[config.mk]
export PLATFORM = sky130hd
export DESIGN_NAME = pipelined_adder
export DESIGN_NICKNAME = d
export VERILOG_FILES = /design/src/rtl/adder_pkg.sv /design/src/rtl/adder_slice.sv /design/src/rtl/fulladder.sv /design/src/rtl/pipelined_adder.sv
export SDC_FILE = /design/constraint.sdc
export NUM_CORES = 1
export LEC_CHECK = 0
export CAP_MARGIN = 20
export CORE_MARGIN = 2
export CORE_UTILIZATION = 45
export DETAILED_ROUTE_END_ITERATION = 8
export PLACE_DENSITY = 0.77
export SLEW_MARGIN = 20
export SYNTH_ARGS = -nofsm -noshare
export SYNTH_HDL_FRONTEND = slang
export SYNTH_HIERARCHICAL = 1
export SYNTH_SLANG_ARGS = --single-unit
[constraint.sdc]
create_clock -name clk -period 3.1 [get_ports clk]
set_input_delay 0.31 -clock clk [delete_from_list [all_inputs] [get_ports clk]]
set_output_delay 0.31 -clock clk [all_outputs]
set_load 0.005 [all_outputs]
[src/rtl/adder_pkg.sv]
// Shared constants and elaboration helpers for the pipelined add/subtract unit.
package adder_pkg;

  localparam logic OP_ADD = 1'b0;
  localparam logic OP_SUB = 1'b1;

  function automatic int unsigned chunk_width(input int unsigned width,
                                              input int unsigned stages);
    return width / stages;
  endfunction

  function automatic bit stages_ok(input int unsigned width, input int unsigned stages);
    return (stages >= 1) && (stages <= width) && ((width % stages) == 0);
  endfunction

endpackage

[src/rtl/adder_slice.sv]
// Combinational CHUNK-bit ripple-carry slice; Cmsb is the carry into the slice MSB.
module adder_slice #(
  parameter int unsigned CHUNK = 4
) (
  input  logic [CHUNK-1:0] A,
  input  logic [CHUNK-1:0] B,
  input  logic             Cin,
  output logic [CHUNK-1:0] Sum,
  output logic             Cout,
  output logic             Cmsb
);

  logic [CHUNK:0] carry;

  assign carry[0] = Cin;

  for (genvar i = 0; i < CHUNK; i++) begin : gen_bit
    fulladder u_fa (
      .A    (A[i]),
      .B    (B[i]),
      .Cin  (carry[i]),
      .Sum  (Sum[i]),
      .Cout (carry[i+1])
    );
  end

  assign Cout = carry[CHUNK];
  assign Cmsb = carry[CHUNK-1];

endmodule

[src/rtl/fulladder.sv]
// Single-bit full adder cell.
module fulladder (
  input  logic A,
  input  logic B,
  input  logic Cin,
  output logic Sum,
  output logic Cout
);

  assign Sum  = A ^ B ^ Cin;
  assign Cout = (A & B) | (A & Cin) | (B & Cin);

endmodule

[src/rtl/pipelined_adder.sv]
// Add/subtract unit whose carry chain ripples one CHUNK-bit slice per pipeline stage,
// with valid/ready flow control and bubble collapsing between stages.
module pipelined_adder
  import adder_pkg::*;
#(
  parameter int unsigned WIDTH  = 16,
  parameter int unsigned STAGES = 4
) (
  input  logic             clk,
  input  logic             rst,
  input  logic             in_valid,
  output logic             in_ready,
  input  logic [WIDTH-1:0] A,
  input  logic [WIDTH-1:0] B,
  input  logic             Cin,
  input  logic             op,
  output logic             out_valid,
  input  logic             out_ready,
  output logic [WIDTH-1:0] Sum,
  output logic             Cout,
  output logic             Ovf
);

  localparam int unsigned CHUNK = chunk_width(WIDTH, STAGES);

  if (!stages_ok(WIDTH, STAGES)) begin : gen_bad_params
    $error("pipelined_adder: STAGES must be in 1..WIDTH and divide WIDTH");
  end

  logic [WIDTH-1:0]  b_eff;
  logic              cin_eff;
  logic [STAGES-1:0] stage_valid;
  logic [STAGES-1:0] stage_carry;
  logic [STAGES-1:0] load;
  logic              downstream;
  logic [WIDTH-1:0]  rem_a    [STAGES];
  logic [WIDTH-1:0]  rem_b    [STAGES];
  logic [WIDTH-1:0]  part_sum [STAGES];
  logic              last_ovf;

  // Subtraction becomes addition of the complemented operand and borrow.
  assign b_eff   = (op == OP_SUB) ? ~B : B;
  assign cin_eff = (op == OP_SUB) ? ~Cin : Cin;

  // A stage may load when empty or when its successor takes its contents this cycle.
  always_comb begin
    load       = '0;
    downstream = out_ready;
    for (int k = int'(STAGES) - 1; k >= 0; k--) begin
      load[k]    = !stage_valid[k] || downstream;
      downstream = load[k];
    end
  end

  for (genvar k = 0; k < STAGES; k++) begin : gen_stage
    logic [WIDTH-1:0] a_in, b_in, s_in, s_next;
    logic             c_in, v_in;
    logic [CHUNK-1:0] slice_sum;
    logic             slice_cout, slice_cmsb;
    logic             valid_q, carry_q;
    logic [WIDTH-1:0] sum_q;

    if (k == 0) begin : gen_first
      assign a_in = A;
      assign b_in = b_eff;
      assign c_in = cin_eff;
      assign s_in = '0;
      assign v_in = in_valid;
    end else begin : gen_rest
      assign a_in = rem_a[k-1];
      assign b_in = rem_b[k-1];
      assign c_in = stage_carry[k-1];
      assign s_in = part_sum[k-1];
      assign v_in = stage_valid[k-1];
    end

    adder_slice #(
      .CHUNK (CHUNK)
    ) u_slice (
      .A    (a_in[CHUNK-1:0]),
      .B    (b_in[CHUNK-1:0]),
      .Cin  (c_in),
      .Sum  (slice_sum),
      .Cout (slice_cout),
      .Cmsb (slice_cmsb)
    );

    always_comb begin
      s_next                     = s_in;
      s_next[k*CHUNK +: CHUNK]   = slice_sum;
    end

    always_ff @(posedge clk) begin
      if (rst) begin
        valid_q <= 1'b0;
      end else if (load[k]) begin
        valid_q <= v_in;
      end
    end

    always_ff @(posedge clk) begin
      if (load[k] && v_in) begin
        sum_q   <= s_next;
        carry_q <= slice_cout;
      end
    end

    assign stage_valid[k] = valid_q;
    assign stage_carry[k] = carry_q;
    assign part_sum[k]    = sum_q;

    if (k < STAGES - 1) begin : gen_fwd
      // Remaining operand slices shift down so the next slice is always at the bottom.
      logic [WIDTH-1:0] a_q, b_q;
      logic             unused_cmsb;

      always_ff @(posedge clk) begin
        if (load[k] && v_in) begin
          a_q <= a_in >> CHUNK;
          b_q <= b_in >> CHUNK;
        end
      end

      assign rem_a[k]    = a_q;
      assign rem_b[k]    = b_q;
      assign unused_cmsb = slice_cmsb;
    end else begin : gen_last
      logic ovf_q;
      logic unused_rem;

      always_ff @(posedge clk) begin
        if (load[k] && v_in) begin
          ovf_q <= slice_cout ^ slice_cmsb;
        end
      end

      assign last_ovf   = ovf_q;
      assign rem_a[k]   = '0;
      assign rem_b[k]   = '0;
      assign unused_rem = ^{a_in, b_in};
    end
  end

  assign in_ready  = load[0];
  assign out_valid = stage_valid[STAGES-1];
  assign Sum       = part_sum[STAGES-1];
  assign Cout      = stage_carry[STAGES-1];
  assign Ovf       = last_ovf;

endmodule

==> reports/metrics.cfg <==
[run_status]
run_status = complete, no violations

[global_routing]
use_met2_pct = 17.7
grt_use_met3_pct = 2.71
grt_pass1_wl_um = 6640
grt_usage_pct = 10.9
antenna_found_initial = 0
grtUsageMet1_pct = 12.5
grt.busiest_layer = met2
grt_overflow = 0
grt_max_degree = 30
grt_pass1_vias = 1426

[worst_setup_path]
worstPathRequired_ps = 3200
worstPathMaxFanout = 3
cp.arrival_ps = 2640
critical_path.cell_chain = clkdlybuf4s50_1 > xor2_1 > fa_1 > fa_1 > fa_1 > fa_1
crit_type = input pin to flop
critPathSlowestCell = clkdlybuf4s50_1
slowest_delay_ps = 490
end_kind = flop
crit_path_frequent_cell = fa_1
crit_path_start_kind = input pin

[layout]
drive_gt1_share_pct = 9.38
fin_nets = 273
register_area_mm2 = 0.00287
antennaDiodeCount = 0
area_growth_pct = 26.0
fillers = 543
multi_input_area_um2 = 573

[synth]
synth_nets = 204
ys_top_cells_by_area = edfxtp_1 (80%), fa_1 (9.2%), xor2_1 (4.5%), dfxtp_1 (2.3%), buf_12 (0.57%)
ys_types = 17
synthFlopType = edfxtp_1
synth_most_common_cell = edfxtp_1
async_reset_ff_share_pct = 0
synth_edf_count = 93
yosysTopAreaCell = edfxtp_1
syn_avg_cell_area_um2 = 23.2
syn-cell-area_mm2 = 0.00348
yosysWarnings = 6
synth-seq-cells = 97
post_synth_inst_count = 150
synth_top_area_share_pct = 80.2
synth_common_cells = edfxtp_1 (93), xor2_1 (18), fa_1 (16), dfxtp_1 (4)
seq_area_frac_synth_pct = 82.5

[sta]
fmax_mhz = 394
skew_ps = 9.04
fin_crit_ps = 2540
fin_setup_tns_ps = 0
setup_viol = 0
timing.final.crit_share_pct = 81.8
slew-limit-headroom_pct = 43.7
rsz0062_at_grt = no
setup_ws_ps = 564
slew_violations = 0
worst_pin_slew_ps = 844
hold_viol_final = 0
holdWs_ps = 413

[die]
die_y_um = 92.0
start_util_pct = 45.8
dieArea_mm2 = 0.00846
fp-row-count = 32
core_area_mm2 = 0.00761
die_x_um = 92.0
io_pins = 58

[clock_tree]
numClockSinks = 97
holdBufCountCts = 0
cts_made_buffers = 9
clockBufferDepth = 2
clk_pin_slew_ps = 90
cts.repair.resized = 0
clockRootBuffer = clkbuf_8
post-cts-setup-buffers = 0
htreeDepth = 3
cts_tree = built
clkLatencyLatePin_ps = 360

[placement]
portBuffers = 57
routabilityCongestion = 0.717
hpwl_um = 2980
place_ws_ps = 167

[power]
peakVddDrop_mv = 0.206
power_density_mw_per_mm2 = 573
total_leakage_power_nw = 1.48

[detailed_routing]
avgRoutedWirePerCell_um = 12.8
drc = 0
drt_first_pass_iters = 5
drtIter0Drc = 49
vias_per_cell = 4.42
vias = 1441
antenna_left = 0
wl_um = 4170

[worst_hold_path]
hp-class = flop to flop

[run]
cap_violations = 0

==> metrics by stage <==
step	utilization, %	cells	power, mW	cell area [um^2]
3_5_place_dp	54.9	310	1.73	4180
2_1_floorplan	-	150	1.64	3480
4_1_cts	57.7	326	2.55	4390
5_1_grt	57.7	326	2.62	4390
3_3_place_gp	54.9	310	1.72	4180
6_report	57.7	326	2.51	4390
==> worst paths after layout <==
| check | startpoint | endpoint | slack (ps) | cells after the start |
|---|---|---|---|---|
| setup reg to reg | gen_stage[2].gen_fwd.a_q[0] | Ovf | 610 | 5 |
| hold / removal | gen_stage[0].gen_fwd.a_q[10] | gen_stage[1].gen_fwd.a_q[6] | 410 | 0 |
| setup / recovery | op | gen_stage[0].sum_q[3] | 560 | 6 |
| hold reg to reg | gen_stage[0].gen_fwd.a_q[10] | gen_stage[1].gen_fwd.a_q[6] | 410 | 0 |
==> layout by cell type, fill, tap and decap left out, drive strengths merged, types with 2 or more instances in the layout <==
master         synthesis  layout
clkdlybuf4s50          0      57
nand2b                 2       2
buf                    2       3
edfxtp                93      93
clkinv                 0       3
fa                    16      16
clkbuf                 0       9
inv                    3       6
dfxtp                  4       4
and2                   2       2
a21oi                  3       3
xor2                  18      18
==> worst max-delay path: cells and delay by family <==
kind | cells | cell delay, ps
XOR/XNOR | 1 | 210
adder cells (fa/ha/maj) | 4 | 1630
buffers and inverters | 1 | 490
==> per-layer routing <==
layer	vias to the layer above	part of all wire, %
met5	-	0
met4	0	1.8
met3	5	3.6
met2	38	54
met1	704	40
li1	694	-
==> kinds of logic (layout without fill, tap and decap cells) <==
logic type               after synthesis  after routing  share of synthesized area [%]
AO/OA/AOI/OAI                          5              5                          0.862
XOR/XNOR                              18             18                           4.53
adder cells (fa/ha/maj)               16             16                           9.20
buffers and inverters                  5             79                           1.22
flip-flops                            97             97                           82.5
AND/OR/NAND/NOR                        9              9                           1.69
==> registers in the layout, indices dropped and copies added (netlist names) <==
signal                 cells
gen_stage.gen_fwd.b_q     24
Ovf                        1
gen_stage.gen_fwd.a_q     24
gen_stage.carry_q          3
gen_stage.valid_q          3
Cout                       1
gen_stage.sum_q           24
Sum                       16
out_valid                  1
==> report_power, final <==
| group | switching (mW) | leakage [nW] | internal [mW] |
|---|---|---|---|
| Sequential | 0.0228 | 0.908 | 1.53 |
| Combinational | 0.0660 | 0.465 | 0.0836 |
| Clock | 0.429 | 0.106 | 0.388 |
| Total | 0.518 | 1.48 | 2.00 |
==> final cells by class <==
class,count,share of cell area (%)
repair buffers,60,13.5
inverters,3,0.257
flip-flops and latches,97,65.5
well taps,102,2.91
clock buffers,9,2.82
multi-input cells,48,13.1
clock inverters,7,1.94
No activity file was read; power rests on OpenSTA's default activity.
